### src/rtl/mem_dma_pkg.sv
// Shared definitions for the word-copy DMA: register map, CTRL bit positions
// and the transfer FSM encoding.
package mem_dma_pkg;

    localparam logic [11:0] REG_SRC  = 12'h000;
    localparam logic [11:0] REG_DST  = 12'h004;
    localparam logic [11:0] REG_LEN  = 12'h008;
    localparam logic [11:0] REG_CTRL = 12'h00C;

    localparam int CTRL_START = 0;
    localparam int CTRL_BUSY  = 1;
    localparam int CTRL_DONE  = 2;
    localparam int CTRL_ERR   = 3;
    localparam int CTRL_IE    = 4;

    localparam logic [31:0] WORD_STEP = 32'd4;

    typedef enum logic [2:0] {
        ST_IDLE  = 3'd0,
        ST_RD    = 3'd1,
        ST_GAP_R = 3'd2,
        ST_WR    = 3'd3,
        ST_GAP_W = 3'd4,
        ST_DONE  = 3'd5
    } dma_state_e;

endpackage

### src/rtl/mem_dma_regs.sv
// CPU-facing register window of the DMA: cfg handshake, SRC/DST/LEN/CTRL
// storage, START decode and the W1C status bits.
module mem_dma_regs
    import mem_dma_pkg::*;
#(
    parameter int LEN_BITS = 16
) (
    input  logic                clk,
    input  logic                reset,
    input  logic                cfg_sel,
    input  logic                cfg_valid,
    output logic                cfg_ready,
    input  logic                cfg_wr,
    input  logic [11:0]         cfg_addr,
    input  logic [31:0]         cfg_wdata,
    output logic [31:0]         cfg_rdata,
    input  logic                busy,
    input  logic                done_set,
    input  logic                err_set,
    input  logic [31:0]         wk_src,
    input  logic [31:0]         wk_dst,
    input  logic [LEN_BITS-1:0] wk_cnt,
    output logic                start_pulse,
    output logic [31:0]         src,
    output logic [31:0]         dst,
    output logic [LEN_BITS-1:0] len,
    output logic                ie,
    output logic                done
);

    logic                cfg_ready_q, cfg_ready_d;
    logic [31:0]         src_q, src_d;
    logic [31:0]         dst_q, dst_d;
    logic [LEN_BITS-1:0] len_q, len_d;
    logic                ie_q, ie_d;
    logic                done_q, done_d;
    logic                err_q, err_d;
    logic                wr_en;
    logic                ctrl_wr;
    logic                cfg_wr_ok;
    logic [31:0]         rd_word;

    assign wr_en       = cfg_ready_q & cfg_wr;
    assign ctrl_wr     = wr_en && (cfg_addr == REG_CTRL);
    assign cfg_wr_ok   = wr_en && !busy;
    assign start_pulse = ctrl_wr && cfg_wdata[CTRL_START] && !busy;

    always_comb begin
        cfg_ready_d = cfg_valid & cfg_sel & !cfg_ready_q;
        src_d  = src_q;
        dst_d  = dst_q;
        len_d  = len_q;
        ie_d   = ie_q;
        done_d = done_q;
        err_d  = err_q;
        // An abort leaves the working copies of the failing word visible.
        if (err_set) begin
            src_d = wk_src;
            dst_d = wk_dst;
            len_d = wk_cnt;
        end else if (cfg_wr_ok) begin
            if (cfg_addr == REG_SRC) src_d = {cfg_wdata[31:2], 2'b00};
            if (cfg_addr == REG_DST) dst_d = {cfg_wdata[31:2], 2'b00};
            if (cfg_addr == REG_LEN) len_d = cfg_wdata[LEN_BITS-1:0];
        end
        if (ctrl_wr) begin
            ie_d = cfg_wdata[CTRL_IE];
            if (cfg_wdata[CTRL_DONE]) done_d = 1'b0;
            if (cfg_wdata[CTRL_ERR])  err_d  = 1'b0;
        end
        if (start_pulse) begin
            done_d = 1'b0;
            err_d  = 1'b0;
        end
        if (done_set) done_d = 1'b1;
        if (err_set)  err_d  = 1'b1;
    end

    always_ff @(posedge clk or posedge reset) begin
        if (reset) begin
            cfg_ready_q <= 1'b0;
            src_q       <= '0;
            dst_q       <= '0;
            len_q       <= '0;
            ie_q        <= 1'b0;
            done_q      <= 1'b0;
            err_q       <= 1'b0;
        end else begin
            cfg_ready_q <= cfg_ready_d;
            src_q       <= src_d;
            dst_q       <= dst_d;
            len_q       <= len_d;
            ie_q        <= ie_d;
            done_q      <= done_d;
            err_q       <= err_d;
        end
    end

    always_comb begin
        rd_word = '0;
        case (cfg_addr)
            REG_SRC:  rd_word = busy ? wk_src : src_q;
            REG_DST:  rd_word = busy ? wk_dst : dst_q;
            REG_LEN:  rd_word = 32'(busy ? wk_cnt : len_q);
            REG_CTRL: begin
                rd_word[CTRL_BUSY] = busy;
                rd_word[CTRL_DONE] = done_q;
                rd_word[CTRL_ERR]  = err_q;
                rd_word[CTRL_IE]   = ie_q;
            end
            default:  rd_word = '0;
        endcase
    end

    assign cfg_ready = cfg_ready_q;
    assign cfg_rdata = cfg_ready_q ? rd_word : 32'h0;
    assign src       = src_q;
    assign dst       = dst_q;
    assign len       = len_q;
    assign ie        = ie_q;
    assign done      = done_q;

endmodule

### src/rtl/mem_dma.sv
// Word-copy DMA initiator: read one word from SRC, write it to DST, repeat
// LEN times, with a bus watchdog and a level interrupt on completion.
module mem_dma
    import mem_dma_pkg::*;
#(
    parameter int LEN_BITS = 16,
    parameter int TIMEOUT  = 1024
) (
    input  logic        clk,
    input  logic        reset,
    input  logic        cfg_sel,
    input  logic        cfg_valid,
    output logic        cfg_ready,
    input  logic        cfg_wr,
    input  logic [11:0] cfg_addr,
    input  logic [31:0] cfg_wdata,
    output logic [31:0] cfg_rdata,
    output logic        m_valid,
    output logic [31:0] m_addr,
    output logic [31:0] m_wdata,
    output logic [3:0]  m_wstrb,
    input  logic        m_ready,
    input  logic [31:0] m_rdata,
    output logic        irq
);

    localparam int WD_W = (TIMEOUT > 1) ? $clog2(TIMEOUT) : 1;
    localparam logic [WD_W-1:0] WD_LAST = WD_W'((TIMEOUT == 0) ? 0 : TIMEOUT - 1);
    localparam logic [WD_W-1:0] WD_ONE  = WD_W'(1);
    localparam logic [LEN_BITS-1:0] CNT_ONE = LEN_BITS'(1);

    dma_state_e          state_q, state_d;
    logic [31:0]         src_wk_q, src_wk_d;
    logic [31:0]         dst_wk_q, dst_wk_d;
    logic [LEN_BITS-1:0] cnt_q, cnt_d;
    logic [31:0]         data_q, data_d;
    logic [WD_W-1:0]     wd_q, wd_d;
    logic                irq_q, irq_d;

    logic                start_pulse;
    logic [31:0]         cfg_src, cfg_dst;
    logic [LEN_BITS-1:0] cfg_len;
    logic                ie, done;
    logic                busy, done_set, err_set;
    logic                bus_active, wd_expire;

    mem_dma_regs #(
        .LEN_BITS (LEN_BITS)
    ) u_regs (
        .clk         (clk),
        .reset       (reset),
        .cfg_sel     (cfg_sel),
        .cfg_valid   (cfg_valid),
        .cfg_ready   (cfg_ready),
        .cfg_wr      (cfg_wr),
        .cfg_addr    (cfg_addr),
        .cfg_wdata   (cfg_wdata),
        .cfg_rdata   (cfg_rdata),
        .busy        (busy),
        .done_set    (done_set),
        .err_set     (err_set),
        .wk_src      (src_wk_q),
        .wk_dst      (dst_wk_q),
        .wk_cnt      (cnt_q),
        .start_pulse (start_pulse),
        .src         (cfg_src),
        .dst         (cfg_dst),
        .len         (cfg_len),
        .ie          (ie),
        .done        (done)
    );

    assign bus_active = (state_q == ST_RD) || (state_q == ST_WR);
    assign wd_expire  = (TIMEOUT != 0) && (wd_q == WD_LAST) && !m_ready;

    always_ff @(posedge clk or posedge reset) begin
        if (reset) state_q <= ST_IDLE;
        else       state_q <= state_d;
    end

    always_comb begin
        state_d = state_q;
        case (state_q)
            ST_IDLE:  if (start_pulse) state_d = (cfg_len == '0) ? ST_DONE : ST_RD;
            ST_RD:    if (m_ready) state_d = ST_GAP_R;
                      else if (wd_expire) state_d = ST_IDLE;
            ST_GAP_R: state_d = ST_WR;
            ST_WR:    if (m_ready) state_d = ST_GAP_W;
                      else if (wd_expire) state_d = ST_IDLE;
            ST_GAP_W: state_d = (cnt_q != '0) ? ST_RD : ST_DONE;
            ST_DONE:  state_d = ST_IDLE;
            default:  state_d = ST_IDLE;
        endcase
    end

    // Bus outputs decode straight from registered state and datapath, so they
    // hold steady through a stall and vanish at once on reset.
    always_comb begin
        m_valid  = bus_active;
        m_addr   = '0;
        m_wdata  = '0;
        m_wstrb  = 4'h0;
        busy     = (state_q != ST_IDLE);
        err_set  = bus_active && wd_expire;
        done_set = (state_q == ST_DONE) || err_set;
        if (state_q == ST_RD) begin
            m_addr = src_wk_q;
        end else if (state_q == ST_WR) begin
            m_addr  = dst_wk_q;
            m_wdata = data_q;
            m_wstrb = 4'hf;
        end
    end

    always_comb begin
        src_wk_d = src_wk_q;
        dst_wk_d = dst_wk_q;
        cnt_d    = cnt_q;
        data_d   = data_q;
        wd_d     = '0;
        if ((state_q == ST_IDLE) && start_pulse) begin
            src_wk_d = cfg_src;
            dst_wk_d = cfg_dst;
            cnt_d    = cfg_len;
        end
        if ((state_q == ST_RD) && m_ready) data_d = m_rdata;
        if ((state_q == ST_WR) && m_ready) begin
            src_wk_d = src_wk_q + WORD_STEP;
            dst_wk_d = dst_wk_q + WORD_STEP;
            cnt_d    = cnt_q - CNT_ONE;
        end
        if (bus_active && !m_ready) wd_d = wd_q + WD_ONE;
        irq_d = done & ie;
    end

    always_ff @(posedge clk or posedge reset) begin
        if (reset) begin
            src_wk_q <= '0;
            dst_wk_q <= '0;
            cnt_q    <= '0;
            data_q   <= '0;
            wd_q     <= '0;
            irq_q    <= 1'b0;
        end else begin
            src_wk_q <= src_wk_d;
            dst_wk_q <= dst_wk_d;
            cnt_q    <= cnt_d;
            data_q   <= data_d;
            wd_q     <= wd_d;
            irq_q    <= irq_d;
        end
    end

    assign irq = irq_q;

endmodule

### config.mk
export PLATFORM = sky130hd
export DESIGN_NAME = mem_dma
export DESIGN_NICKNAME = d
export VERILOG_FILES = /design/src/rtl/mem_dma_pkg.sv /design/src/rtl/mem_dma_regs.sv /design/src/rtl/mem_dma.sv
export SDC_FILE = /design/constraint.sdc
export NUM_CORES = 1
export LEC_CHECK = 0
export BUFFER_PORTS_ARGS = -buffer_cell sky130_fd_sc_hd__buf_2
export CAP_MARGIN = 20
export CORE_ASPECT_RATIO = 1.75
export CORE_MARGIN = 8
export CORE_UTILIZATION = 58
export CTS_CLUSTER_SIZE = 14
export DETAILED_ROUTE_END_ITERATION = 10
export PLACE_DENSITY = 0.91
export SYNTH_ARGS = -nofsm -noshare
export SYNTH_HDL_FRONTEND = slang
export SYNTH_SLANG_ARGS = --single-unit
### constraint.sdc
create_clock -name clk -period 11.9 [get_ports clk]
set_input_delay 3.57 -clock clk [delete_from_list [all_inputs] [get_ports clk]]
set_output_delay 3.57 -clock clk [all_outputs]
set_load 0.02 [all_outputs]
# [Word-level counts from Yosys, hierarchy flattened]
# Cells that the tools add are included.
[totals] regBits=210 word_cells=110 output_inout_bits=103 inputBits=82
[op_classes] n_eq_ne=10 n_addsub=4 n_reduce_logical=34 n_bitwise=4 muxes=44
[op_table] operator="32-bit 2-to-1 mux" n=17
[op_table] operator="16-bit 2-to-1 mux" n=6
[op_table] operator="27-bit case mux with 3 select lines" n=1
[op_table] operator="32-bit by 3-bit adder with 32-bit output, second input constant" n=2
[op_table] operator="12-bit by 4-bit equality test with 1-bit output, second input constant" n=2
[op_table] operator="3-bit 2-to-1 mux" n=6
[op_table] operator="16-bit logical NOT" n=1
[op_table] operator="4-bit case mux with 4 select lines" n=1
[op_table] operator="16-bit nonzero test" n=1
[op_table] operator="16-bit by 1-bit subtractor with 16-bit output, second input constant" n=1
[op_table] operator="3-bit case mux with 5 select lines" n=1
[op_table] operator="3-bit nonzero test" n=5
[op_table] operator="12-bit by 3-bit equality test with 1-bit output, second input constant" n=1
[op_table] operator="12-bit logical NOT" n=1
[op_table] operator="10-bit by 1-bit adder with 10-bit output, second input constant" n=1
[op_table] operator="10-bit equality test, second input constant" n=1
[op_table] operator="1-bit logical AND" n=10
[op_table] operator="10-bit 2-to-1 mux" n=1
[op_table] operator="2-bit AND reduction" n=5
[op_table] operator="2-bit nonzero test" n=5
[op_table] operator="1-bit 2-to-1 mux" n=8
[op_table] operator="4-bit 2-to-1 mux" n=2
[op_table] operator="3-bit by 2-bit equality test with 1-bit output, second input constant" n=2
[op_table] operator="3-bit equality test, second input constant" n=2
[op_table] operator="other kinds (7)" n=13

# [Depth between registers and ports, before layout]
# Gate-level depths: netlist of the first run.
[depth] word_depth=7 ltp_mapped=9 mapped_depth_nobuf=6

# [Cells and area by module]
# From an unflattened synthesis of the first run, not the netlist that was laid out.
[hier_totals] hier_cells=1309 hier_area_um2=12791.0
[by_module_without_submodules] module="mem_dma" instances=1 area_per_inst_um2=7198.2 cells_each=791 seq_area_each_um2=3153.0
[by_module_without_submodules] module="mem_dma_regs" instances=1 area_per_inst_um2=5592.9 cells_each=518 seq_area_each_um2=2102.0

# [Least setup slack after synthesis of the first run]
# No wires, ideal clock.
[synth_timing] path_type="input-to-output" from="input cfg_addr[9]" to="output cfg_rdata[14]" arrival_ps=5616 path_buffers=2 path_slack_ps=2714 stages=7 required_ps=8330 path_cell_list="or4_1 buf_2 or4_1 buf_2 o21ai_0 a21oi_1 nor3_1"
[synth_via] elab_chain_cells=3 elab_cells_between_ends=5 classes_between="eq/ne (2); mux (2); reduce/logical (1)"
[synth_lines] element="start, declared" line="mem_dma.sv:15" rtl="input logic [11:0] cfg_addr,"
[synth_lines] element="12-bit by 4-bit equality test with 1-bit output (tied with other cells)" line="mem_dma_regs.sv:101" rtl="case (cfg_addr)"
[synth_lines] element="27-bit case mux with 3 select lines *" line="mem_dma_regs.sv:101"
[synth_lines] element="32-bit 2-to-1 mux *" line="mem_dma_regs.sv:116" rtl="assign cfg_rdata = cfg_ready_q ? rd_word : 32'h0;"
[synth_lines] element="end, declared" line="mem_dma.sv:17" rtl="output logic [31:0] cfg_rdata,"
# Every way passes the cells marked *; elsewhere a longest branch is shown, timed or not.

# [Worst setup path after layout of the first run]
[layout_timing] from="input cfg_addr[9]" to="output cfg_rdata[12]"
# Same word-level chain as after synthesis.

==> results of run 1 <==
[metrics by stage]
| step | setup WS [ns] | total power (W) |
|---|---|---|
| floorplan | 2.592 | 0.001377 |
| global placement | 1.901 | 0.001554 |
| detailed placement | 1.848 | 0.001578 |
| CTS | 1.844 | 0.002193 |
| global route | 1.755 | 0.002289 |
| finish | 1.786 | 0.002211 |
[power by group through the flow]
stage	registers, W	clock network (W)	logic, W
3_5_place_dp	0.000928	0	0.000650
6_report	0.000920	0.000626	0.000665
5_1_grt	0.000931	0.000650	0.000709
3_3_place_gp	0.000922	0	0.000632
4_1_cts	0.000916	0.000624	0.000652
2_1_floorplan	0.000882	0	0.000494
[cell usage in the layout (no fill, tap or decap), types with 15 or more instances in the layout]
cell type and n:
nand3_1 63, and3_1 48, a21oi_1 102, o22a_1 16, o211ai_1 33, nand2_1 144
nor3_1 18, inv_1 16, nor2_1 182, mux2i_1 153, buf_2 185, clkbuf_16 21
mux2_2 36, buf_4 15, nand4_1 33, dfrtp_1 209, o21ai_0 50
[worst min-delay path by stage]
stage                              from     endpoint  slack, ns  cells after the start
final                         data_q[4]    data_q[4]       0.50                      1
after global routing         data_q[22]   data_q[22]       0.51                      1
after CTS                     data_q[4]    data_q[4]       0.50                      1
after detailed placement        wd_q[0]      wd_q[0]       0.48                      1
after global placement    u_regs.dst[1]  dst_wk_q[1]       0.48                      2
after floorplan                 wd_q[0]      wd_q[0]       0.45                      1
[critical path: stages]
cell and delay (ns):
buf_2 0.10, or4_1 0.69, or4_1 0.79, nor2_1 0.61, a221oi_1 0.22, nor3_1 0.33
buf_2 0.23
[cell families (layout without fill, tap and decap cells)]
logic type,count (synthesis),count (layout),synth area share
flip-flops,210,210,0.4206
multiplexers,190,190,0.1568
XOR/XNOR,13,13,0.009113
AND/OR/NAND/NOR,566,566,0.2166
AO/OA/AOI/OAI,284,284,0.1469
buffers and inverters,139,254,0.04496
adder cells (fa/ha/maj),5,5,0.005007
[per-layer routing]
layer  wire length [µm]  global-route usage  vias to the layer above
li1                   -                   -                     5302
met1              13870              0.3154                     5747
met2              20000              0.5131                      813
met3               3797             0.05364                      234
met4               3150              0.2338                        0
met5                  0                   0                        -
[registers in the layout, summed over array words and instances, names as in the netlist, 3 cells and up]
name	cells
dst_wk_q	32
u_regs.src	32
src_wk_q	32
wd_q	10
u_regs.len	16
data_q	32
state_q	3
u_regs.dst	32
cnt_q	16
[cell type report]
cell class	count	area [µm²]
Multi-Input combinational cell	1058	6708
Sequential cell	210	5256
Tap cell	255	319.1
Inverter	17	71.32
Fill cell	1678	7212
Timing Repair Buffer	204	1141
Clock buffer	31	603.1
Clock inverter	2	10.01
==> run metrics, run 1 <==
top-count cell post-synth dfrtp_1; worst-margin pin slew 1.062 ns; worst skew pair latency 0.51 ns; final setup vio count 0; async set-reset flop share out of synthesis 1.000; internal power 0.001409 W; vias in the first global route roughly 12000; Yosys top cell by area dfrtp_1; initial detailed-routing violation count approximately 1300; clock skew about 0.016 ns; Hold Crit Class reg -> reg; Die ar. between 0.02 and 0.03 mm²; CTS Buf Count 20; share of cells above drive strength 1 0.1873; CTS Sinks 210; FMAX about 99 MHz; area share of the largest cell type after synthesis 0.4206; sequential share of the synthesized area 0.4206; Post-synth EDFFs 0; crit start category primary input; Critical Path End cfg_rdata[12]; root buffer cell clkbuf_16; Hold Vio Cnt, Final 0; cts hold-fix bufs 0; GRT overflow 0; DP Area 0.01342 mm²; WS Path Type in -> out; crit path from cfg_addr[9]; synth top area cells dfrtp_1 42%, mux2i_1 12%, nor2_1 5.5%, nand2_1 4.4%, a21oi_1 4.1%; RR Startpoint state_q[1]; switch share 0.3628; P_sw 0.0008020 W; routability congestion estimate between 0.9 and 1; final core utilization 0.6617; syn_nets around 1500; Yosys warnings 0; Tcrit/Tclk final 0.8499; Pleak 6.982 nW; first-pass GRT wire length 63540 µm; clk slew on worst S/H paths 0.06 ns; Avg Vias per Cell around 6.8; Chip Width 127.0 µm; IO buf count 184; setup bufs post-CTS 0; Worst EP required 8.33 ns; CTS max path bufs 3; fin area 0.01411 mm²; relative slew slack 0.2919; Die Ht 210.2 µm; placed cells 1740; PostCTS Resize Cnt 0; PwrDens 156.7 mW/mm²; initial antenna violation count 0; I/O pin count 185; Clock power frac 0.283; WP data arrival 6.54 ns; max cap viols 0; Ant. Diodes 0; core area 0.02132 mm²; Final HPWL DP 27840 µm; Tmin final 10.11 ns; Post-Syn Area per Cell 8.880 µm²; DR DRC count 0; post-DR wirelength/cell 22.97 µm; reg2reg path depth 7; sequential group share of total power 0.416; Setup Total Neg Slack 0 ns; P&R area growth vs syn 12.92%; RSZ-0062 raised after global routing false; Pins Over Slew Limit 0; total number of vias 12100; Comb power frac 0.301; CTS tree done; Synth Register Bits 210; Synth cell types 63; 1st-pass router iterations 6; Peak supply drop 0.0001480 V; CP Capture Type output port; Post-Synthesis Cells 1407; non-filler cells, final 1777; H-tree depth 1; Worst Hold Margin 0.4998 ns; num rows 71; Detail Route Antenna Nets 0; Mapped Area 0.01249 mm²; Crit Path Max Fanout 12; ys flop type dfrtp_1; final WL 40820 µm; status finished clean; Initial Util 0.5860; synth cell count leaders 210 x dfrtp_1, 183 x nor2_1, 153 x mux2i_1, 145 x nand2_1, 102 x a21oi_1; R2R setup slack 8.27 ns; RR Endpoint src_wk_q[26]; fin nets around 1600; largest net degree at the start of global routing 154; all-layer global routing usage 0.2978
Power figures use the tool's default switching activity.
==> run 2: changes to the inputs <==
clock period = 10.4 ns   (was 11.9 ns; I/O delays follow)
==> run metrics, run 2 (synthesized netlist as in run 1, its figures left out) <==
status finished clean; clock skew 0.01746 ns; Chip Width 127.0 µm; most common cell after layout, fill and taps aside dfrtp_1; CP Capture Type output port; num rows slightly above 70; WP data arrival approximately 6.3 ns; root buffer cell clkbuf_16; P&R area growth vs syn 13.00%; Avg Vias per Cell 6.854; all-layer global routing usage 0.3086; routability congestion estimate 0.9653; PostCTS Resize Cnt 0; Ant. Diodes 0; commonest non-fill, non-tap cells in the layout 209 x dfrtp_1, 185 x buf_2, 182 x nor2_1; Hold Vio Cnt, Final 0; post-DR wirelength/cell between 20 and 25 µm; PwrDens 182.5 mW/mm²; first-pass GRT wire length approximately 65000 µm; worst-margin pin slew 1.150 ns; RSZ-0062 raised after global routing false; setup bufs post-CTS 0; relative slew slack 0.2308; crit start category primary input; CTS Sinks 210; fillers ~1600; slowest CP cell or4_1; DR DRC count 0; IO buf count around 180; total number of vias 12190; Pleak ~7 nW; vias in the first global route ~12000; Hold Crit Class reg -> reg; slowest cell delay on critical path 0.80 ns; 1st-pass router iterations 6; multi-input gate area in the final layout 0.006713 mm²; Tmin final 9.412 ns; Crit path max-delay family simple AND/OR/NAND/NOR gates; final setup vio count 0; FMAX 106.3 MHz; I/O pin count 185; Peak supply drop 0.0001632 V; clk slew on worst S/H paths 0.06 ns; GRT overflow 0; initial antenna violation count 0; final WL 41700 µm; Detail Route Antenna Nets 0; Buf/Inv on CP 2; CP cell instances buf_2 -> or4_1 -> or4_1 -> nor2_1 -> a221oi_1 -> nor3_1 -> buf_2; core area 0.02132 mm²; Crit Path Max Fanout 12; Pins Over Slew Limit 0; cts hold-fix bufs 0; fin nets 1597; Register Area 0.005256 mm²; max cap viols 0; largest net degree at the start of global routing 119; Die Ht 210.2 µm; initial detailed-routing violation count 1471; H-tree depth 1; worst skew pair latency roughly 0.52 ns; Initial Util 0.5860; Tcrit/Tclk final 0.9050; placed cells 1741; Die ar. ~0.027 mm²; non-filler cells, final between 1500 and 2000; CTS max path bufs 3; Final HPWL DP 28470 µm; CTS tree done; CTS Buf Count 20; Worst EP required 7.28 ns; WS Path Type in -> out; share of cells above drive strength 1 0.1891; Setup Total Neg Slack 0 ns
-- run 2: worst paths after layout --
check / from / end / depth (start not counted) / slack, ns
max in group asynchronous: reset / u_regs.dst[30] / 4 / 5.75
worst min register to register: wd_q[0] / wd_q[0] / 1 / 0.50
worst max register to register: state_q[1] / src_wk_q[26] / 7 / 6.69
worst min-delay path: wd_q[0] / wd_q[0] / 1 / 0.50
worst max-delay path: cfg_addr[9] / cfg_rdata[12] / 7 / 0.99
min in group asynchronous: reset / u_regs.len[10] / 2 / 2.76
-- run 2: layout make-up --
type	count	area share
Tap cell	255	0.02260
Multi-Input combinational cell	1058	0.4755
Sequential cell	210	0.3723
Clock inverter	4	0.003190
Clock buffer	31	0.04342
Timing Repair Buffer	203	0.07799
Inverter	17	0.005051
-- run 2: routing by layer --
metal	vias to the layer above	share of wire	track usage
met5	-	0	0
met4	0	0.070	0.2210
met3	246	0.093	0.07110
met2	830	0.50	0.5286
met1	5836	0.34	0.3279
li1	5274	-	-
-- run 2: per-stage QoR --
stage               utilization  hold WS [ns]  setup slack, ns  total power, W  instance area (µm²)
global route             0.6622        0.5082           0.8743        0.002677                14120
global placement         0.6283        0.4727            1.303        0.001777                13400
CTS                      0.6604        0.4927            1.240        0.002557                14080
floorplan                     -        0.4479            1.542        0.001575                12490
detailed placement       0.6296        0.4867            1.244        0.001815                13420
finish                   0.6622        0.4979           0.9884        0.002577                14120
-- run 2: report_power, final --
group	switching, W	leakage [nW]	internal [W]
registers	0.000125	2.83	0.000931
clock network	0.000325	0.327	0.000430
logic	0.000482	3.83	0.000283
total	0.000932	6.99	0.00164
-- run 2: worst reg2reg max path, delay by kind of cell (launching register included) --
kind / cells / cell delay [ns]
AND/OR/NAND/NOR: 3 / 1.89
buffers and inverters: 2 / 0.89
AO/OA/AOI/OAI: 2 / 0.40
flip-flops: 1 / 0.42
==> run 3: changes to the inputs <==
CAP_MARGIN = unset   (was 20)
CORE_UTILIZATION = 60   (was 58)
CTS_BUF_LIST = sky130_fd_sc_hd__clkbuf_4 sky130_fd_sc_hd__clkbuf_8   (was unset)
PLACE_DENSITY = 0.93   (was 0.91)
==> run metrics, run 3 (synthesized netlist as in run 1, its figures left out) <==
total number of vias 12140; 1st-pass router iterations 7; Setup Total Neg Slack 0 ns; Worst EP required 7.28 ns; CP cell instances buf_2 -> or4_1 -> or4_1 -> nor2_1 -> a221oi_1 -> nor3_1 -> buf_2; Chip Width 125.1 µm; status finished clean; Peak supply drop 0.0001225 V; root buffer cell clkbuf_8; internal power 0.001647 W; final setup vio count 0; fin nets approximately 1600; initial antenna violation count 0; slowest cell delay on critical path 0.80 ns; IO buf count 184; slowest CP cell or4_1; final setup margin 1.010 ns; sequential group share of total power 0.410; num rows 70; WP data arrival 6.27 ns; I/O pin count 185; post-DR wirelength/cell 22.94 µm; dpl ws 1.234 ns; Final Power roughly 0.0026 W; Tcrit/Tclk final 0.9029; commonest non-fill, non-tap cells in the layout 209 x dfrtp_1, 184 x buf_2, 182 x nor2_1; Clock power frac 0.297; worst-margin pin slew 1.265 ns; Buf/Inv on CP 2; clock skew 0.01373 ns; initial detailed-routing violation count 1257; Initial Util 0.6045; most common cell after layout, fill and taps aside dfrtp_1; Hold Crit Class reg -> reg; routability congestion estimate 0.9688; largest net degree at the start of global routing 127; CP Capture Type output port; Comb power frac 0.292; GRT overflow 0; core area about 0.021 mm²; CTS tree done; PostCTS Resize Cnt 0; CTS max path bufs 3; Pins Over Slew Limit 0; WS Path Type in -> out; crit start category primary input; fillers about 1600; CTS Buf Count 30; H-tree depth 1; PwrDens about 180 mW/mm²; relative slew slack 0.1565; Final HPWL DP approximately 28000 µm; FMAX 106.5 MHz; Hold Vio Cnt, Final 0; switch share 0.3614; RSZ-0062 raised after global routing false; vias in the first global route approximately 12000; Detail Route Antenna Nets 0; Ant. Diodes 0; Die Ht about 210 µm; max cap viols 0; CTS Sinks 210; Tmin final around 9.4 ns; share of cells above drive strength 1 0.2017; Pleak between 7 and 8 nW; Die ar. 0.02588 mm²; clk slew on worst S/H paths roughly 0.07 ns; P&R area growth vs syn 12.96%; P_sw 0.0009322 W; Avg Vias per Cell 6.764; Crit Path Max Fanout 12; cts hold-fix bufs 0; Crit path max-delay family simple AND/OR/NAND/NOR gates; worst skew pair latency roughly 0.57 ns; DR DRC count 0; setup bufs post-CTS 0; first-pass GRT wire length around 65000 µm; R2R setup slack 6.74 ns; all-layer global routing usage 0.3116; final WL 41160 µm
[run 3: area by class of cell]
class	instances	area, µm²	area share
flip-flops and latches	210	5256	0.3724
multi-input cells	1058	6708	0.4753
inverters	17	71.32	0.005053
well taps	252	315.3	0.02234
repair buffers	201	1049	0.07429
clock inverters	11	132.6	0.009397
clock buffers	45	581.8	0.04122
[run 3: final timing paths]
kind | from | endpoint | depth (start not counted)
max in group asynchronous | reset | state_q[1] | 3
worst max-delay path | cfg_addr[9] | cfg_rdata[14] | 7
worst min-delay path | data_q[8] | data_q[8] | 1
worst min register to register | data_q[8] | data_q[8] | 1
worst max register to register | state_q[0] | u_regs.src[11] | 6
min in group asynchronous | reset | u_regs.len[13] | 2
[run 3: stage by stage]
step / hold WS, ns / instances / area [µm²] / util
6_report: 0.4986 / 1794 / 14110 / 0.6828
5_1_grt: 0.5204 / 1794 / 14110 / 0.6828
2_1_floorplan: 0.4479 / 1407 / 12490 / -
4_1_cts: 0.4987 / 1794 / 14110 / 0.6828
3_5_place_dp: 0.4776 / 1738 / 13400 / 0.6482
3_3_place_gp: 0.4798 / 1738 / 13400 / 0.6482
[run 3: worst reg2reg max path, stage by stage, from the launching register on]
cell and delay [ns]:
dfrtp_1 0.53, nor3_4 0.23, buf_4 0.76, and3_1 0.62, nand2_2 0.83, mux2i_1 0.42, a21oi_1 0.11
[run 3: power by group through the flow]
stage | logic, W | clock network, W | registers [W]
6_report | 0.000754 | 0.000767 | 0.00106
2_1_floorplan | 0.000566 | 0 | 0.00101
3_3_place_gp | 0.000722 | 0 | 0.00106
3_5_place_dp | 0.000740 | 0 | 0.00107
4_1_cts | 0.000743 | 0.000771 | 0.00105
5_1_grt | 0.000806 | 0.000802 | 0.00107
[run 3: routing by layer]
layer / GRT usage / vias to the layer above / wire, µm
met3: 0.05787 / 237 / 3966
met2: 0.5496 / 855 / 20310
li1: - / 5304 / -
met4: 0.2366 / 0 / 3082
met5: 0 / - / 0
met1: 0.3275 / 5739 / 13800
